--- config.mk ---
export PLATFORM = sky130hd
export DESIGN_NAME = uart_tx_arbiter
export DESIGN_NICKNAME = d
export VERILOG_FILES = /design/src/rtl/uart_tx_arbiter_pkg.sv /design/src/rtl/sync_fifo.sv /design/src/rtl/uart_tx_arbiter.sv
export SDC_FILE = /design/constraint.sdc
export NUM_CORES = 1
export LEC_CHECK = 0
export CAP_MARGIN = 15
export CELL_PAD_IN_SITES_DETAIL_PLACEMENT = 1
export CELL_PAD_IN_SITES_GLOBAL_PLACEMENT = 1
export CORE_AREA = 2 2 105 107
export DETAILED_ROUTE_END_ITERATION = 10
export DIE_AREA = 0 0 107 109
export PLACE_DENSITY_LB_ADDON = 0.12
export SYNTH_ARGS = -nofsm -noshare
export SYNTH_HDL_FRONTEND = slang
export SYNTH_SLANG_ARGS = --single-unit
--- constraint.sdc ---
create_clock -name clk -period 3.4 [get_ports clk]
set_clock_uncertainty 0.05 [all_clocks]
set_input_delay 0.68 -clock clk [delete_from_list [all_inputs] [get_ports clk]]
set_output_delay 0.68 -clock clk [all_outputs]
set_load 0.02 [all_outputs]
--- src/rtl/uart_tx_arbiter_pkg.sv ---
// Shared definitions for the UART transmit arbiter: default sizing, drain FSM
// state encoding and the modulo helper used by the round-robin scan.
package uart_tx_arbiter_pkg;

  localparam int UART_ARB_NREQ  = 2;
  localparam int UART_ARB_DEPTH = 8;

  typedef enum logic [1:0] {
    S_IDLE      = 2'd0,
    S_START     = 2'd1,
    S_WAIT_BUSY = 2'd2,
    S_WAIT_DONE = 2'd3
  } uart_arb_state_e;

  // (base + offset) mod n, valid while base < n and offset <= n
  function automatic int rr_index(input int base, input int offset, input int n);
    int sum;
    sum = base + offset;
    return (sum >= n) ? (sum - n) : sum;
  endfunction

endpackage

--- src/rtl/sync_fifo.sv ---
// Synchronous FIFO with combinational head read; pointers wrap naturally, so
// DEPTH must be a power of two. Pushes when full and pops when empty are ignored.
module sync_fifo #(
  parameter int DEPTH = 8,
  parameter int DW    = 8
) (
  input  logic                    clk,
  input  logic                    rst_n,
  input  logic                    push,
  input  logic                    pop,
  input  logic [DW-1:0]           wdata,
  output logic [DW-1:0]           rdata,
  output logic [$clog2(DEPTH):0]  count,
  output logic                    full,
  output logic                    empty
);

  localparam int AW = $clog2(DEPTH);
  localparam logic [AW:0] FULL_COUNT = (AW+1)'(DEPTH);

  logic [DW-1:0] mem [DEPTH];
  logic [AW-1:0] wr_ptr;
  logic [AW-1:0] rd_ptr;
  logic          do_push;
  logic          do_pop;

  assign do_push = push && !full;
  assign do_pop  = pop && !empty;

  always_ff @(posedge clk) begin
    if (!rst_n) begin
      wr_ptr <= '0;
      rd_ptr <= '0;
      count  <= '0;
    end else begin
      if (do_push) wr_ptr <= wr_ptr + 1'b1;
      if (do_pop)  rd_ptr <= rd_ptr + 1'b1;
      case ({do_push, do_pop})
        2'b10:   count <= count + 1'b1;
        2'b01:   count <= count - 1'b1;
        default: count <= count;
      endcase
    end
  end

  // Storage is not reset; only the pointers define which entries are valid.
  always_ff @(posedge clk) begin
    if (do_push) mem[wr_ptr] <= wdata;
  end

  assign rdata = mem[rd_ptr];
  assign full  = (count == FULL_COUNT);
  assign empty = (count == '0);

endmodule

--- src/rtl/uart_tx_arbiter.sv ---
// Shares one UART serializer between NREQ requesters through a byte FIFO.
// Define UART_ARB_FIXED_PRIO_EN for fixed lowest-index-wins priority instead of round-robin.
module uart_tx_arbiter
  import uart_tx_arbiter_pkg::*;
#(
  parameter int NREQ  = UART_ARB_NREQ,
  parameter int DEPTH = UART_ARB_DEPTH,
  parameter int DW    = 8
) (
  input  logic                    clk,
  input  logic                    rst_n,
  input  logic [NREQ-1:0]         req_valid,
  input  logic [NREQ*DW-1:0]      req_data,
  output logic [NREQ-1:0]         req_ready,
  output logic                    uart_start,
  output logic [DW-1:0]           uart_data,
  input  logic                    uart_busy,
  output logic [$clog2(DEPTH):0]  fifo_count,
  output logic                    tx_busy
);

  localparam int IW = $clog2(NREQ);

  uart_arb_state_e state;
  logic            fifo_full;
  logic            fifo_empty;
  logic            fifo_pop;
  logic            push;
  logic [DW-1:0]   push_data;
  logic [DW-1:0]   fifo_rdata;
  int              idx;

`ifndef UART_ARB_FIXED_PRIO_EN
  logic [IW-1:0]   rr_ptr;
  logic [IW-1:0]   grant_idx;
`endif

  // Scan from the highest offset down so the first valid requester in scan
  // order is the last one written and therefore wins.
  always_comb begin
    req_ready = '0;
    idx       = 0;
`ifndef UART_ARB_FIXED_PRIO_EN
    grant_idx = '0;
`endif
    if (rst_n && !fifo_full) begin
      for (int k = NREQ - 1; k >= 0; k--) begin
`ifdef UART_ARB_FIXED_PRIO_EN
        idx = k;
`else
        idx = rr_index(int'(rr_ptr), k, NREQ);
`endif
        if (req_valid[IW'(idx)]) begin
          req_ready            = '0;
          req_ready[IW'(idx)]  = 1'b1;
`ifndef UART_ARB_FIXED_PRIO_EN
          grant_idx            = IW'(idx);
`endif
        end
      end
    end
  end

  always_comb begin
    push_data = '0;
    for (int i = 0; i < NREQ; i++) begin
      if (req_ready[i]) push_data = req_data[i*DW +: DW];
    end
  end

  assign push = |req_ready;

`ifndef UART_ARB_FIXED_PRIO_EN
  always_ff @(posedge clk) begin
    if (!rst_n)    rr_ptr <= '0;
    else if (push) rr_ptr <= IW'(rr_index(int'(grant_idx), 1, NREQ));
  end
`endif

  sync_fifo #(
    .DEPTH (DEPTH),
    .DW    (DW)
  ) u_fifo (
    .clk   (clk),
    .rst_n (rst_n),
    .push  (push),
    .pop   (fifo_pop),
    .wdata (push_data),
    .rdata (fifo_rdata),
    .count (fifo_count),
    .full  (fifo_full),
    .empty (fifo_empty)
  );

  assign fifo_pop = (state == S_IDLE) && !fifo_empty && !uart_busy;

  // The serializer may raise busy a cycle late, so START/WAIT_BUSY cover that gap.
  always_ff @(posedge clk) begin
    if (!rst_n) begin
      state      <= S_IDLE;
      uart_start <= 1'b0;
      uart_data  <= '0;
    end else begin
      uart_start <= 1'b0;
      case (state)
        S_IDLE: begin
          if (fifo_pop) begin
            uart_data  <= fifo_rdata;
            uart_start <= 1'b1;
            state      <= S_START;
          end
        end
        S_START:     state <= uart_busy ? S_WAIT_DONE : S_WAIT_BUSY;
        S_WAIT_BUSY: if (uart_busy)  state <= S_WAIT_DONE;
        S_WAIT_DONE: if (!uart_busy) state <= S_IDLE;
        default:     state <= S_IDLE;
      endcase
    end
  end

  assign tx_busy = (fifo_count != '0) || (state != S_IDLE);

endmodule

=== After elaboration in Yosys (flattened, before gate mapping) ===
Memory sizes are Yosys's and may differ from the RTL's. A register that Yosys moved wholly into a read port is not among the register bits.
Cells that the tools add are included.

* Register bits after elaboration: 14
* Logic and storage cells: 81
* Output and inout port bits: 16
* Bits in writable memories: 64
* Bits of input ports: 21
* Memories kept: 1

* Eq/ne operators: 9
* Reductions and logical operators: 21
* Order comparisons: 7
* Add/subtract/negate cells: 9
* Multiplexer cells: 28

{| class="wikitable"
|+ Memories
! name !! depth !! width !! read ports !! clocked after memory_dff !! wr ports !! line !! text
|-
| u_fifo.mem || 8 || 8 || 1 || 1 || 1 || sync_fifo.sv:21 || <nowiki>logic [DW-1:0] mem [DEPTH];</nowiki>
|}

{| class="wikitable"
|+ Operators by type and width
! operator !! number
|-
| $mux 1 || 16
|-
| $mux 8 || 2
|-
| $mux 2 || 6
|-
| $pmux 2 s4 || 1
|-
| $pmux 4 s2 || 1
|-
| $logic_and 1x1->1 || 7
|-
| $add 3x1->3 const B || 2
|-
| $eq 2x2->1 const B || 3
|-
| $lt 1x3->1 const B || 2
|-
| $add 1x1->2 const B || 2
|-
| $add 4x1->4 const B || 1
|-
| $eq 2x1->1 const B || 2
|-
| $eq 4x4->1 const B || 1
|-
| $ge 2x2->1 const B || 2
|-
| $logic_not 1->1 || 4
|-
| $logic_not 4->1 || 1
|-
| $ne 2x2->1 const B || 2
|-
| $reduce_and 2->1 || 2
|-
| $reduce_bool 2->1 || 2
|-
| $reduce_bool 4->1 || 1
|-
| $sub 4x1->4 const B || 1
|-
| $reduce_and 3->1 || 1
|-
| $sub 1x1->1 const B || 3
|-
| $demux 1 s1 || 2
|-
| other kinds (6) || 7
|}

=== Logic depth before layout (Yosys ltp) ===
* Depth in word-level cells: 14
* Mapped depth: 13

=== By module ===
From an unflattened synthesis, not the netlist that was laid out.

* Cells, all modules: 234
* Area, all modules: 3791.1 µm²

{| class="wikitable"
|+ By module, submodules not included
! module !! cells each !! area an instance (µm²) !! seq. area each (µm²) !! times used
|-
| sync_fifo || 168 || 3136.8 || 2182.1 || 1
|-
| uart_tx_arbiter || 66 || 654.4 || 240.2 || 1
|}

=== Worst setup path after synthesis ===
Ideal clock, no wire load.

* Kind: flip-flop to flip-flop
* Start point: reg u_fifo.count[1]
* End point: reg u_fifo.count[2]
* Buffers on the path: 3
* Arrival: 2626 ps
* Setup slack: 648 ps
* Cell stages (with the launch flop): 13
* Setup time: 76 ps
* Clock period less this slack: 2752 ps
* Path through: dfxtp_1 -> buf_6 -> or4_4 -> and2_4 -> buf_6 -> buf_8 -> ha_1 -> xor2_1 -> ha_1 -> a21oi_1 -> xor2_1 -> or3_1 -> a21boi_0

* Elaborated cells between the ends (all ways): 17
* Classes of those cells: add/sub (2); eq/ne (3); mux (2); reduce/logical (10)

{| class="wikitable"
|+ RTL lines
! element !! line !! text
|-
| start, declared || sync_fifo.sv:13 || <nowiki>output logic [$clog2(DEPTH):0] count,</nowiki>
|-
| start signal, assigned || sync_fifo.sv:39 || <nowiki>2'b10: count <= count + 1'b1;</nowiki>
|-
| start signal, assigned || sync_fifo.sv:40 || <nowiki>2'b01: count <= count - 1'b1;</nowiki>
|-
| start signal, assigned || sync_fifo.sv:41 || <nowiki>default: count <= count;</nowiki>
|-
| $logic_not 4->1 * || sync_fifo.sv:53 || <nowiki>assign empty = (count == '0);</nowiki>
|-
| $logic_not 1->1 * || sync_fifo.sv:28, uart_tx_arbiter.sv:95 ||
|-
| $logic_and 1x1->1 (2 in a row) || uart_tx_arbiter.sv:95 || <nowiki>assign fifo_pop = (state == S_IDLE) && !fifo_empty && !uart_busy;</nowiki>
|-
| $logic_and 1x1->1 * || sync_fifo.sv:28 || <nowiki>assign do_pop = pop && !empty;</nowiki>
|-
| named net u_fifo.do_pop || sync_fifo.sv:25 || <nowiki>logic do_pop;</nowiki>
|-
| $eq 2x1->1 / $eq 2x2->1 (equally long branches) || sync_fifo.sv:38 || <nowiki>case ({do_push, do_pop})</nowiki>
|-
| $pmux 4 s2 / $reduce_bool 2->1 (equally long branches) || -- ||
|}

The timed path passes the listed nets; every way through them passes the cells marked *.
A chain may end at the register's enable or synchronous reset.

=== Final worst setup path ===
* Start point: in rst_n
* End point: out req_ready[0]

* Word-level cells in the longest chain between the ends: 2

{| class="wikitable"
|+ RTL lines
! element !! line !! text
|-
| start, declared || uart_tx_arbiter.sv:11 || <nowiki>input logic rst_n,</nowiki>
|-
| $logic_and 1x1->1 || uart_tx_arbiter.sv:46 || <nowiki>if (rst_n && !fifo_full) begin</nowiki>
|-
| $mux 2 || uart_tx_arbiter.sv:46 ||
|-
| end, declared || uart_tx_arbiter.sv:14 || <nowiki>output logic [NREQ-1:0] req_ready,</nowiki>
|}

No other way between the ends.

==> reports/results.tsv <==
metric	value	unit
status	completed	
arrival	2.43	ns
drtIter0Drc	79	
final.fill_count	1099	
cts.sinks	86	
cts_inserted_buffers	9	
irDropWorstVdd	0.2248	mV
layout_min_cycle_time	3.155	ns
grt_max_degree	25	
period_share	92.81	%
synth_flop_cell	edfxtp_1	
viasPerCell	4.796	
cts_setup_buffers	0	
synth.distinct_cells	42	
initial_core_util	34.27	%
fmax	316.9	MHz
worst_setup_path_end_kind	output pin	
leakage	1.453	nW
insertion_delay	0.35	ns
first_pass_iters	4	
place_hpwl	4886	um
seq_area_frac_synth	65.01	%
total_power	2.919	mW
synth.largest_area_cell	edfxtp_1	
synth.area.top_cells	edfxtp_1, dfxtp_1, mux4_2	
hold_viol	0	
die_x	107	um
synth_cells	240	
dpl_cell_area	4069	um2
grt_pass1_vias	2126	
cts_buffer_depth	2	
cts_tree	built	
ys_async_sr_fraction	0	%
layout.nets	307	
grt.total_usage	14.77	%
postLayoutCellArea	4282	um2
htreeDepth	3	
cts_root_buf	clkbuf_8	
yosysTopAreaCellShare	52.89	%
core	10600	um2
maxCapViolCount	0	
fp.dieArea	11660	um2
powerDensity	681.7	nW/um2
synth_nets	271	
drcViolationCount	0	
cts_resized	0	
setup_violations	0	
yosys.cell_count.top_type	edfxtp_1	
fin_setup_tns	0	ns
cp-start-kind	primary input	
area_delta_synth_final	17.84	%
maxSlewViolCount	0	
min_path_type	register to register	
crit_type	primary input to output pin	
io_pins	37	
gp_congestion	0.7450	
vias	2019	
syn-cell-area	3633	um2
holdBufCountCts	0	
path_clk_slew	0.09	ns
grt_pass1_wl	12340	um
cp_max_fo	9	
rsz0062_at_grt	false	
wl_per_cell	18.31	um
antenna_found_initial	0	
diodes	0	
worst_pin_slew	0.9502	ns
synth_area_per_cell	15.14	um2
synth-seq-cells	86	
dieHeight	109	um
cp.required	2.67	ns
ant_nets	0	
max_slew_margin	36.57	%
synth_edf_count	64	
drive_gt1_share	18.86	%
io_buffer_count	26	
overflow	0	
wl	7710	um
row_count	38	
yosysWarnings	0	
worst_hold_slack	0.4181	ns
synth_common_cells	edfxtp_1, nand2_1, dfxtp_1, mux4_2, and2_1	
sequential cells by signal (all words and copies together) (netlist names):
register,count
state,2
u_fifo.wr_ptr,3
uart_data,8
u_fifo.mem,64
u_fifo.rd_ptr,3
rr_ptr,1
u_fifo.count,4
uart_start,1
critical path, stage by stage:
cell and delay, ns:
clkdlybuf4s50_1 0.49, nand2_1 0.07, a211o_1 0.44, inv_1 0.14
clkdlybuf4s50_1 0.61
routing by layer:
layer / routed length (um) / GRT usage (%)
met5: 0 / 0
met4: 145 / 6.679
met3: 183 / 2.570
met2: 3780 / 24.84
met1: 3600 / 18.75
logic make-up (layout without fill, tap and decap cells):
kind of cell | count (synthesis) | count (layout) | synth area share, %
buffers and inverters | 21 | 62 | 3.856
XOR/XNOR | 7 | 7 | 1.687
other | 1 | 1 | 0.1032
AO/OA/AOI/OAI | 30 | 30 | 5.338
flip-flops | 86 | 86 | 65.01
adder cells (fa/ha/maj) | 10 | 10 | 3.444
multiplexers | 19 | 19 | 10.74
AND/OR/NAND/NOR | 66 | 66 | 9.814
path summary, 6_finish.rpt:
| check | start | endpoint | slack, ns | cells past startpoint |
|---|---|---|---|---|
| max | rst_n | req_ready[0] | 0.24 | 5 |
| min | rr_ptr | rr_ptr | 0.42 | 2 |
| max reg2reg | u_fifo.count[0] | u_fifo.count[2] | 0.77 | 9 |
| min reg2reg | rr_ptr | rr_ptr | 0.42 | 2 |
stage by stage:
stage | std cells | setup WS [ns] | util, %
floorplan | 240 | 0.6481 | -
global route | 421 | 0.1372 | 40.38
detailed placement | 405 | 0.1885 | 38.38
global placement | 405 | 0.2243 | 38.38
finish | 421 | 0.2446 | 40.38
CTS | 421 | 0.2090 | 40.38
layout make-up:
type	count	area, um2	area share (%)
Inverter	6	22.52	0.5260
Clock buffer	11	131.4	3.068
Timing Repair Buffer	40	365.4	8.533
Sequential cell	86	2362	55.17
Clock inverter	5	81.33	1.899
Multi-Input combinational cell	133	1144	26.71
Tap cell	140	175.2	4.091
report_power, final:
part	leakage (nW)	total, mW	internal (mW)	switching, mW
sequential	0.772	1.29	1.21	0.0782
clock	0.104	0.777	0.416	0.361
combinational	0.577	0.851	0.420	0.430
cell usage in the layout (no fill, tap or decap), types with 3 or more instances in the layout:
master,Yosys,layout
clkdlybuf4s50_1,0,26
inv_1,6,6
ha_1,10,10
mux4_2,16,16
a31oi_1,8,8
xor2_1,3,3
o21ai_0,11,11
nor3b_1,3,3
mux2i_1,3,3
nor3_1,4,4
a21oi_1,3,3
xnor2_1,4,4
dfxtp_1,22,22
nand2_1,25,25
nor2_1,4,4
and2_1,14,14
buf_4,4,14
nand3_1,3,3
edfxtp_1,64,64
clkbuf_8,1,9
(Power assumes the default switching activity.)
